--- src/rtl/mips_pipe_core.sv ---
// mips_pipe_core: 5-stage IF/ID/EX/MEM/WB integer pipeline with forwarding, load-use interlock and EX branch squash
// Ports: clk/rst_n (sync active-low); imem_addr/imem_rdata fetch port; dmem_addr/dmem_wdata/dmem_we/dmem_rdata data port;
//        dbg_addr/dbg_rdata register debug read; halted (sticky after HLT retires); instret (retired instruction count).
// Opcodes: ADD 0, SUB 1, AND 2, OR 3, SLT 4, MUL 5, LW 8, SW 9, ADDI 10, SUBI 11, SLTI 12, BNEQZ 13, BEQZ 14, HLT 63.
module mips_pipe_core #(
   parameter int XLEN    = 32,
   parameter int NREG    = 32,
   parameter int PC_W    = 10,
   parameter int DADDR_W = 10
) (
   input  logic               clk,
   input  logic               rst_n,
   output logic [PC_W-1:0]    imem_addr,
   input  logic [31:0]        imem_rdata,
   output logic [DADDR_W-1:0] dmem_addr,
   output logic [XLEN-1:0]    dmem_wdata,
   output logic               dmem_we,
   input  logic [XLEN-1:0]    dmem_rdata,
   input  logic [4:0]         dbg_addr,
   output logic [XLEN-1:0]    dbg_rdata,
   output logic               halted,
   output logic [31:0]        instret
);
   localparam int RW = $clog2(NREG);
   typedef enum logic [5:0] {
      OP_ADD = 6'd0, OP_SUB = 6'd1, OP_AND = 6'd2, OP_OR = 6'd3, OP_SLT = 6'd4, OP_MUL = 6'd5,
      OP_LW = 6'd8, OP_SW = 6'd9, OP_ADDI = 6'd10, OP_SUBI = 6'd11, OP_SLTI = 6'd12,
      OP_BNEQZ = 6'd13, OP_BEQZ = 6'd14, OP_HLT = 6'd63
   } op_t;
   logic [XLEN-1:0] rf [NREG];
   logic [PC_W-1:0] pc;
   logic            halt_seen;
   logic            ifid_v;
   logic [31:0]     ifid_ir;
   logic [PC_W-1:0] ifid_npc;
   logic            idex_v, idex_wr;
   op_t             idex_op;
   logic [RW-1:0]   idex_rs, idex_rt, idex_dst;
   logic [XLEN-1:0] idex_a, idex_b, idex_imm;
   logic [PC_W-1:0] idex_npc;
   logic            exmem_v, exmem_wr;
   op_t             exmem_op;
   logic [RW-1:0]   exmem_dst;
   logic [XLEN-1:0] exmem_res, exmem_b;
   logic            memwb_v, memwb_wr, memwb_hlt;
   logic [RW-1:0]   memwb_dst;
   logic [XLEN-1:0] memwb_res;
   op_t             id_op;
   logic [RW-1:0]   id_rs, id_rt, id_rd, id_dst;
   logic            id_rr, id_ri, id_wr, id_use_rt, hlt_id, ld_use, wb_wr;
   logic [XLEN-1:0] id_a, id_b, id_imm;
   logic            exmem_fwd, memwb_fwd, taken;
   logic [XLEN-1:0] ex_a, ex_b, op2, ex_res;
   logic [PC_W-1:0] target;
   // Decode; anything outside the ISA is treated as HLT
   assign id_op = (ifid_ir[31:26] inside {6'd0, 6'd1, 6'd2, 6'd3, 6'd4, 6'd5, 6'd8, 6'd9, 6'd10,
                                          6'd11, 6'd12, 6'd13, 6'd14}) ? op_t'(ifid_ir[31:26]) : OP_HLT;
   assign id_rs     = ifid_ir[21 +: RW];
   assign id_rt     = ifid_ir[16 +: RW];
   assign id_rd     = ifid_ir[11 +: RW];
   assign id_imm    = XLEN'($signed(ifid_ir[15:0]));
   assign id_rr     = id_op inside {OP_ADD, OP_SUB, OP_AND, OP_OR, OP_SLT, OP_MUL};
   assign id_ri     = id_op inside {OP_ADDI, OP_SUBI, OP_SLTI};
   assign id_wr     = id_rr | id_ri | (id_op == OP_LW);
   assign id_dst    = id_rr ? id_rd : id_rt;
   assign id_use_rt = id_rr | (id_op == OP_SW);
   assign hlt_id    = ifid_v & (id_op == OP_HLT);
   // Register file read with write-before-read bypass from WB
   assign wb_wr = memwb_v & memwb_wr & (memwb_dst != '0);
   assign id_a  = (id_rs == '0) ? '0 : (wb_wr && memwb_dst == id_rs) ? memwb_res : rf[id_rs];
   assign id_b  = (id_rt == '0) ? '0 : (wb_wr && memwb_dst == id_rt) ? memwb_res : rf[id_rt];
   // Load-use interlock: load data is not available until the LW reaches WB
   assign ld_use = ifid_v & idex_v & (idex_op == OP_LW) & (idex_dst != '0) &
                   ((idex_dst == id_rs) | (id_use_rt & (idex_dst == id_rt)));
   // Forwarding: EX/MEM holds only ALU results (loads there are covered by the interlock)
   assign exmem_fwd = exmem_v & exmem_wr & (exmem_op != OP_LW) & (exmem_dst != '0);
   assign memwb_fwd = wb_wr;
   assign ex_a = (exmem_fwd && exmem_dst == idex_rs) ? exmem_res :
                 (memwb_fwd && memwb_dst == idex_rs) ? memwb_res : idex_a;
   assign ex_b = (exmem_fwd && exmem_dst == idex_rt) ? exmem_res :
                 (memwb_fwd && memwb_dst == idex_rt) ? memwb_res : idex_b;
   assign op2  = (idex_op inside {OP_ADD, OP_SUB, OP_AND, OP_OR, OP_SLT, OP_MUL}) ? ex_b : idex_imm;
   always_comb begin
      ex_res = ex_a + op2;
      case (idex_op)
         OP_SUB, OP_SUBI: ex_res = ex_a - op2;
         OP_AND:          ex_res = ex_a & op2;
         OP_OR:           ex_res = ex_a | op2;
         OP_SLT, OP_SLTI: ex_res = XLEN'($signed(ex_a) < $signed(op2));
         OP_MUL:          ex_res = ex_a * op2;
         default: ;
      endcase
   end
   assign taken  = idex_v & (((idex_op == OP_BEQZ) & (ex_a == '0)) | ((idex_op == OP_BNEQZ) & (ex_a != '0)));
   assign target = idex_npc + PC_W'(idex_imm);
   assign imem_addr  = pc;
   assign dmem_addr  = exmem_res[DADDR_W-1:0];
   assign dmem_wdata = exmem_b;
   assign dmem_we    = exmem_v & (exmem_op == OP_SW) & ~halted;
   assign dbg_rdata  = (dbg_addr[RW-1:0] == '0) ? '0 : rf[dbg_addr[RW-1:0]];
   always_ff @(posedge clk) begin
      if (!rst_n) begin
         pc        <= '0;
         halt_seen <= 1'b0;
         ifid_v    <= 1'b0;
         idex_v    <= 1'b0;
         exmem_v   <= 1'b0;
         memwb_v   <= 1'b0;
         halted    <= 1'b0;
         instret   <= '0;
         for (int i = 0; i < NREG; i++) rf[i] <= '0;
      end else if (!halted) begin
         // A taken branch wins over both the interlock and a younger HLT in ID
         if (taken) pc <= target;
         else if (!(ld_use || hlt_id || halt_seen)) pc <= pc + PC_W'(1);
         if (hlt_id && !taken && !ld_use) halt_seen <= 1'b1;
         if (taken || ((hlt_id || halt_seen) && !ld_use)) ifid_v <= 1'b0;
         else if (!ld_use) begin
            ifid_v   <= 1'b1;
            ifid_ir  <= imem_rdata;
            ifid_npc <= pc + PC_W'(1);
         end
         idex_v   <= ifid_v & ~ld_use & ~taken;
         idex_op  <= id_op;
         idex_rs  <= id_rs;
         idex_rt  <= id_rt;
         idex_dst <= id_dst;
         idex_wr  <= id_wr;
         idex_a   <= id_a;
         idex_b   <= id_b;
         idex_imm <= id_imm;
         idex_npc <= ifid_npc;
         exmem_v   <= idex_v;
         exmem_op  <= idex_op;
         exmem_wr  <= idex_wr;
         exmem_dst <= idex_dst;
         exmem_res <= ex_res;
         exmem_b   <= ex_b;
         memwb_v   <= exmem_v;
         memwb_wr  <= exmem_wr;
         memwb_dst <= exmem_dst;
         memwb_hlt <= exmem_op == OP_HLT;
         memwb_res <= (exmem_op == OP_LW) ? dmem_rdata : exmem_res;
         if (wb_wr) rf[memwb_dst] <= memwb_res;
         if (memwb_v) instret <= instret + 32'd1;
         if (memwb_v && memwb_hlt) halted <= 1'b1;
      end
   end
endmodule

--- config.mk ---
export PLATFORM = sky130hd
export DESIGN_NAME = mips_pipe_core
export DESIGN_NICKNAME = d
export VERILOG_FILES = /design/src/rtl/mips_pipe_core.sv
export SDC_FILE = /design/constraint.sdc
export NUM_CORES = 2
export LEC_CHECK = 0
export ABC_AREA = 0
export ABC_CLOCK_PERIOD_IN_PS = 29000
export CAP_MARGIN = 25
export CORE_MARGIN = 2
export CORE_UTILIZATION = 40
export DETAILED_ROUTE_END_ITERATION = 7
export HOLD_SLACK_MARGIN = 0.15
export RECOVER_POWER = 25
export SLEW_MARGIN = 20
export SYNTH_ARGS = -nofsm -noshare
export SYNTH_HDL_FRONTEND = slang
export SYNTH_SLANG_ARGS = --single-unit
export TNS_END_PERCENT = 5
--- constraint.sdc ---
create_clock -name clk -period 29 [get_ports clk]
set_clock_uncertainty 0.15 [all_clocks]
set_input_delay 2.9 -clock clk [delete_from_list [all_inputs] [get_ports clk]]
set_output_delay 2.9 -clock clk [all_outputs]
set_load 0.005 [all_outputs]
==> Word-level counts from Yosys, hierarchy flattened <==
Memory sizes are Yosys's and may differ from the RTL's. A register that Yosys moved wholly into a read port is not among the register bits.
Index checks and enable logic that the tools add are counted.
{ "op_classes": {"n_reduce_logical": 38, "order_cmp": 1, "n_eq_ne": 45, "div": 0, "shifts": 0, "n_mux": 24, "add_sub_neg": 5, "n_mul": 1, "bitwise": 29} }
{ "op_table": {"columns": ["operator", "n"], "rows": [
  ["$mux 32", 8],
  ["$pmux 32 s5", 1],
  ["$eq 6x4->1 const B", 19],
  ["$eq 6x2->1 const B", 6],
  ["$eq 6x3->1 const B", 6],
  ["$add 32x1->32 const B", 1],
  ["$add 32x32->32", 1],
  ["$and 32x32->32", 1],
  ["$logic_not 32->1", 1],
  ["$lt 32x32->1", 1],
  ["$mul 32x32->32", 1],
  ["$or 32x32->32", 1],
  ["$reduce_bool 32->1", 1],
  ["$reduce_or 32->1", 1],
  ["$sub 32x32->32", 1],
  ["$eq 5x5->1", 6],
  ["$mux 10", 2],
  ["$and 1x1->1", 18],
  ["$eq 6x1->1 const B", 3],
  ["$logic_not 6->1", 3],
  ["$logic_not 5->1", 3],
  ["$reduce_bool 5->1", 3],
  ["$reduce_bool 13->1", 1],
  ["$eq 6x6->1 const B", 2],
  ["18 further kinds", 52]
]} }
{ "totals": {"out_inout_bits": 118, "mem_bits_rw": 1024, "regBits": 253, "latchBits": 0, "rom_bits": 0, "input_bits": 71, "memories": 1, "elab_cells": 170} }
{ "mem_list": {"columns": ["memory", "words", "word_bits", "rd", "rd_clocked_by_memory_dff", "write_ports", "line_no", "rtl"], "rows": [
  ["rf", 32, 32, 3, 2, 32, "30", "logic [XLEN-1:0] rf [NREG];"]
]} }

==> Longest topological paths before layout <==
{ "depth": {"word_depth": 14, "ltp_mapped": 39, "ltp_nobuf": 36} }

==> Worst setup path after synthesis <==
OpenSTA, ideal clock, no wires.
{ "synth_timing": {"kind": "reg2reg", "start": "register exmem_op[5]", "end": "register exmem_res[28], data pin", "required_time_ns": 28.589, "slack_ns": 19.668, "arrival_time_ns": 8.921, "synth_period_minus_slack_ns": 9.332, "path_stages_with_launch": 38, "cell_sequence": "edfxtp_1 or4_1 or3b_1 buf_2 and4b_1 buf_6 buf_6 buf_6 nand2_1 o21ai_2 mux2_4 inv_1 buf_1 nor2_1 fa_1 inv_1 fa_1 fa_1 [2 not listed] fa_1 inv_1 fa_1 inv_1 fa_1 fa_1 ha_1 inv_1 o21bai_1 a21o_1 nor3_1 o21ai_0 nand2_1 o21ai_0 xor2_1 a221oi_1 o21ai_0 a311o_1"} }
{ "synth_via": {"elab_chain_cells": 8} }
{ "synth_rtl": {"columns": ["item", "line_no", "rtl"], "rows": [
  ["start, declared", "42", "op_t exmem_op;"],
  ["start signal, assigned", "134", "exmem_op <= idex_op;"],
  ["$ne 6x4->1 *", "76", "assign exmem_fwd = exmem_v & exmem_wr & (exmem_op != OP_LW) & (exmem_dst != '0);"],
  ["$and 1x1->1 * (2 in a row)", "76", null],
  ["$logic_and 1x1->1 *", "80", "assign ex_b = (exmem_fwd && exmem_dst == idex_rt) ? exmem_res :"],
  ["$mux 32 *", "80", null],
  ["via ex_b[2]", "53", "logic [XLEN-1:0] ex_a, ex_b, op2, ex_res;"],
  ["$mux 32 *", "82", "assign op2 = (idex_op inside {OP_ADD, OP_SUB, OP_AND, OP_OR, OP_SLT, OP_MUL}) ? ex_b : idex_imm;"],
  ["$mul 32x32->32 (tied with other cells)", "90", "OP_MUL: ex_res = ex_a * op2;"],
  ["$pmux 32 s5 *", "85", "case (idex_op)"],
  ["via ex_res[28]", "53", null],
  ["end signal, assigned", "137", "exmem_res <= ex_res;"],
  ["end, declared", "44", "logic [XLEN-1:0] exmem_res, exmem_b;"]
]} }
The timed path passes the listed nets; every way through them passes the cells marked *.
A chain may end at the register's enable or synchronous reset.

==> Worst setup path after layout <==
{ "layout_timing": {"start": "register ifid_ir[21]", "end": "register idex_a[27], read port of rf, data pin"} }
{ "layout_via": {"elab_chain_cells": 1} }
{ "layout_rtl": {"columns": ["item", "line_no", "rtl"], "rows": [
  ["start, declared", "34", "logic [31:0] ifid_ir;"],
  ["start signal, assigned", "120", "ifid_ir <= imem_rdata;"],
  ["$logic_not 5->1", "70", "assign id_a = (id_rs == '0) ? '0 : (wb_wr && memwb_dst == id_rs) ? memwb_res : rf[id_rs];"],
  ["end, declared", "39", "logic [XLEN-1:0] idex_a, idex_b, idex_imm;"]
]} }
Several ways; a longest one is shown, not always the timed one.

==> qor.txt <==
# IOs = 189
postcts setup bufs = 0
Setup crit start kind = register
post-synthesis xor/xnor area fraction = 1.721%
cts bufs inserted = 152
ys async rst share = 0%
detailed-route via count = 69890
RSZ-0062 raised after global routing = no
Primary FF master, synth = edfxtp_1
VDD IR max = 495.9 uV
largest net degree at the start of global routing = 105
worst hold path class = reg2reg
Setup TNS = 0 ps
Slew HR = -340.8%
initial drt markers = 10530
cts repair resizes = 0
CTS tree = yes
failing checks = max-capacitance violations, max-slew violations
Required @ worst endpoint = 29340 ps
drt total wl = 380.3 mm
Simple-Gate Fraction of Synth Area = 11.96%
Synth Instances = 7612
Synth Area in Compound Gates = 6.015%
final core utilization = 44.54%
register area share after synthesis = 41.29%
Unique masters post-synth = 99
maximum root-to-sink buffer count = 3
DR pass1 iterations = 7
post-synthesis mux area share = 22.62%
Root Driver = clkbuf_16
power density over cell area = 130.7 mW/mm^2
adder-cell share of the synthesized area = 11.60%
fraction of layout cells with a size suffix above 1 = 18.73%
status = complete, but fails checks
Vias/cell = 6.426
min cycle time layout = 16780 ps
Tcrit/Tclk final = 57.86%
post-detail-place hpwl = 246.3 mm
Clock transition at path regs = 60 ps
row count = 180
Final Max Slew Viols = 1112
initial antenna violation count = 37
mean area per synthesized cell = 12.66 um^2
nature of the critical path endpoint = register
final net count = 8272
CTS sink cnt = 1341
placer's final routability congestion estimate = 1.017
final setup fails = 0
crit path max fanout = 71
Least-Margin Pin Slew = 6612 ps
largest family of logic cells by synthesized area = multiplexers
final antenna-violating net count = 0
Die Wd = 494.8 um
Core ar. = 0.2401 mm^2
Critical Path AT = 17120 ps
initial core utilization = 40.13%
first-pass GRT wire length = 528.4 mm
cts hold-fix bufs = 0
Total Routing Usage GR = 30.67%
Fin. Hold Viols = 0
Layout area overhead = 10.97%
Netlist Area Pre-Place = 0.09635 mm^2
WL per Instance = 34.97 um
Die Span Y = 494.8 um
Max H-tree Level = 4
Leakage = 40.39 nW
YS warnings = 0
FF+latch count, synth = 1341
Clock Latency Late Sink = 840 ps
IO Port Bufs = 188
Max Cap Violations = 31
WS Path Type = reg2reg
DRC viols = 0
die area = 0.2448 mm^2
vias in the first global route = 68820
total global routing overflow = 0
EDFF count, synth = 1293
f_max = 59.60 MHz
## placed cells by master (no fill, tap or decap), types with 28 or more instances in the layout
cell / instances
mux2_2: 94
o21ai_0: 102
clkinv_1: 33
nand3_1: 42
fa_1: 411
xor2_1: 76
and2_0: 38
clkbuf_1: 53
o211ai_1: 38
buf_4: 189
dfxtp_1: 48
ha_1: 236
o21bai_1: 30
a221o_1: 28
a221oi_1: 66
conb_1: 32
xnor2_1: 103
a21oi_1: 212
o221ai_1: 44
and2_1: 967
clkbuf_16: 153
a21o_1: 39
a211oi_1: 66
inv_1: 484
nand2b_1: 47
edfxtp_1: 1293
o22ai_1: 72
mux2i_1: 305
dlygate4sd3_1: 120
clkdlybuf4s50_1: 62
mux4_2: 782
nor2_1: 550
nand2_1: 431
## final timing paths
| path | from | end | slack [ps] | cells after the start |
|---|---|---|---|---|
| max reg2reg | ifid_ir[21] | idex_a[27] | 12220 | 9 |
| min | ifid_npc[1] | idex_npc[1] | 250 | 0 |
| max | ifid_ir[21] | idex_a[27] | 12220 | 9 |
| min reg2reg | ifid_npc[1] | idex_npc[1] | 250 | 0 |
## flip-flops by register name, indices dropped and copies added (netlist names), 32 cells and up
name,count
dmem_wdata,32
rf,1024
idex_a,32
exmem_res,32
ifid_ir,32
instret,32
memwb_res,32
idex_b,32
## critical path: stages (launching register included)
cell,delay [ps]
edfxtp_1,320
clkbuf_1,4560
clkbuf_1,4790
clkbuf_1,2280
clkbuf_1,1810
mux4_2,670
mux2_2,310
a221o_1,360
mux2i_1,770
a211oi_1,190
## synthesized netlist by cell type (30+ instances only)
library cell,count,area [um^2]
nand3_1,44,220.2
nand2_1,433,1625
fa_1,411,8228
ha_1,236,2953
o22ai_1,72,450.4
mux2_2,99,1115
nand2b_1,49,306.5
a21o_1,39,292.8
mux2i_1,305,3053
o221ai_1,44,385.4
and2_1,1004,6281
clkbuf_1,485,1821
a211oi_1,66,495.5
xor2_1,76,665.6
buf_1,120,450.4
o211ai_1,38,285.3
o21bai_1,30,225.2
edfxtp_1,1293,38830
o21ai_0,110,550.5
xnor2_1,103,902.1
a21oi_1,211,1056
a221oi_1,66,578.1
inv_1,485,1821
mux4_2,782,17610
nor2_1,567,2128
dfxtp_1,48,960.9
## per-layer routing
metal | global-route usage, % | up-vias | share of wire [%]
met2 | 46.42 | 5157 | 44
met1 | 39.74 | 35890 | 36
li1 | - | 27660 | -
met3 | 8.635 | 1174 | 12
met5 | 0 | - | 0.016
met4 | 17.01 | 10 | 6.7
## cells by family (layout without fill, tap and decap cells)
kind of cell	count (synthesis)	in the layout
AND/OR/NAND/NOR	2237	2237
flip-flops	1341	1341
multiplexers	1187	1187
buffers and inverters	1171	1202
AO/OA/AOI/OAI	845	845
adder cells (fa/ha/maj)	647	647
XOR/XNOR	183	183
other	1	49
## report_power, final
part	internal, mW	switching, mW	leakage, nW
clock network	1.10	0.867	2.38
registers	2.24	0.0985	13.6
logic	3.84	5.83	24.4
## through the flow
| step | cell area (um^2) | hold slack (ps) | setup slack, ps | cells | total power, mW |
|---|---|---|---|---|---|
| after CTS | 107100 | 250.4 | 17620 | 10850 | 13.64 |
| after detailed placement | 102200 | 255.2 | 17740 | 10580 | 11.59 |
| after global routing | 106900 | 254.2 | 10890 | 10860 | 14.63 |
| after global placement | 102000 | 253.1 | 17820 | 10570 | 11.54 |
| final | 106900 | 251.8 | 12220 | 10880 | 13.98 |
| after floorplan | 96470 | 250.3 | 19670 | 7643 | 8.569 |
## area by class of cell
| class | instances | area [um^2] |
|---|---|---|
| diodes | 17 | 42.54 |
| clock buffers | 183 | 3951 |
| clock inverters | 91 | 983.4 |
| fillers | 21660 | 133200 |
| inverters | 511 | 1923 |
| multi-input cells | 5131 | 52480 |
| flip-flops and latches | 1341 | 39790 |
| well taps | 3185 | 3985 |
| repair buffers | 417 | 3771 |
Power figures use the tool's default switching activity.
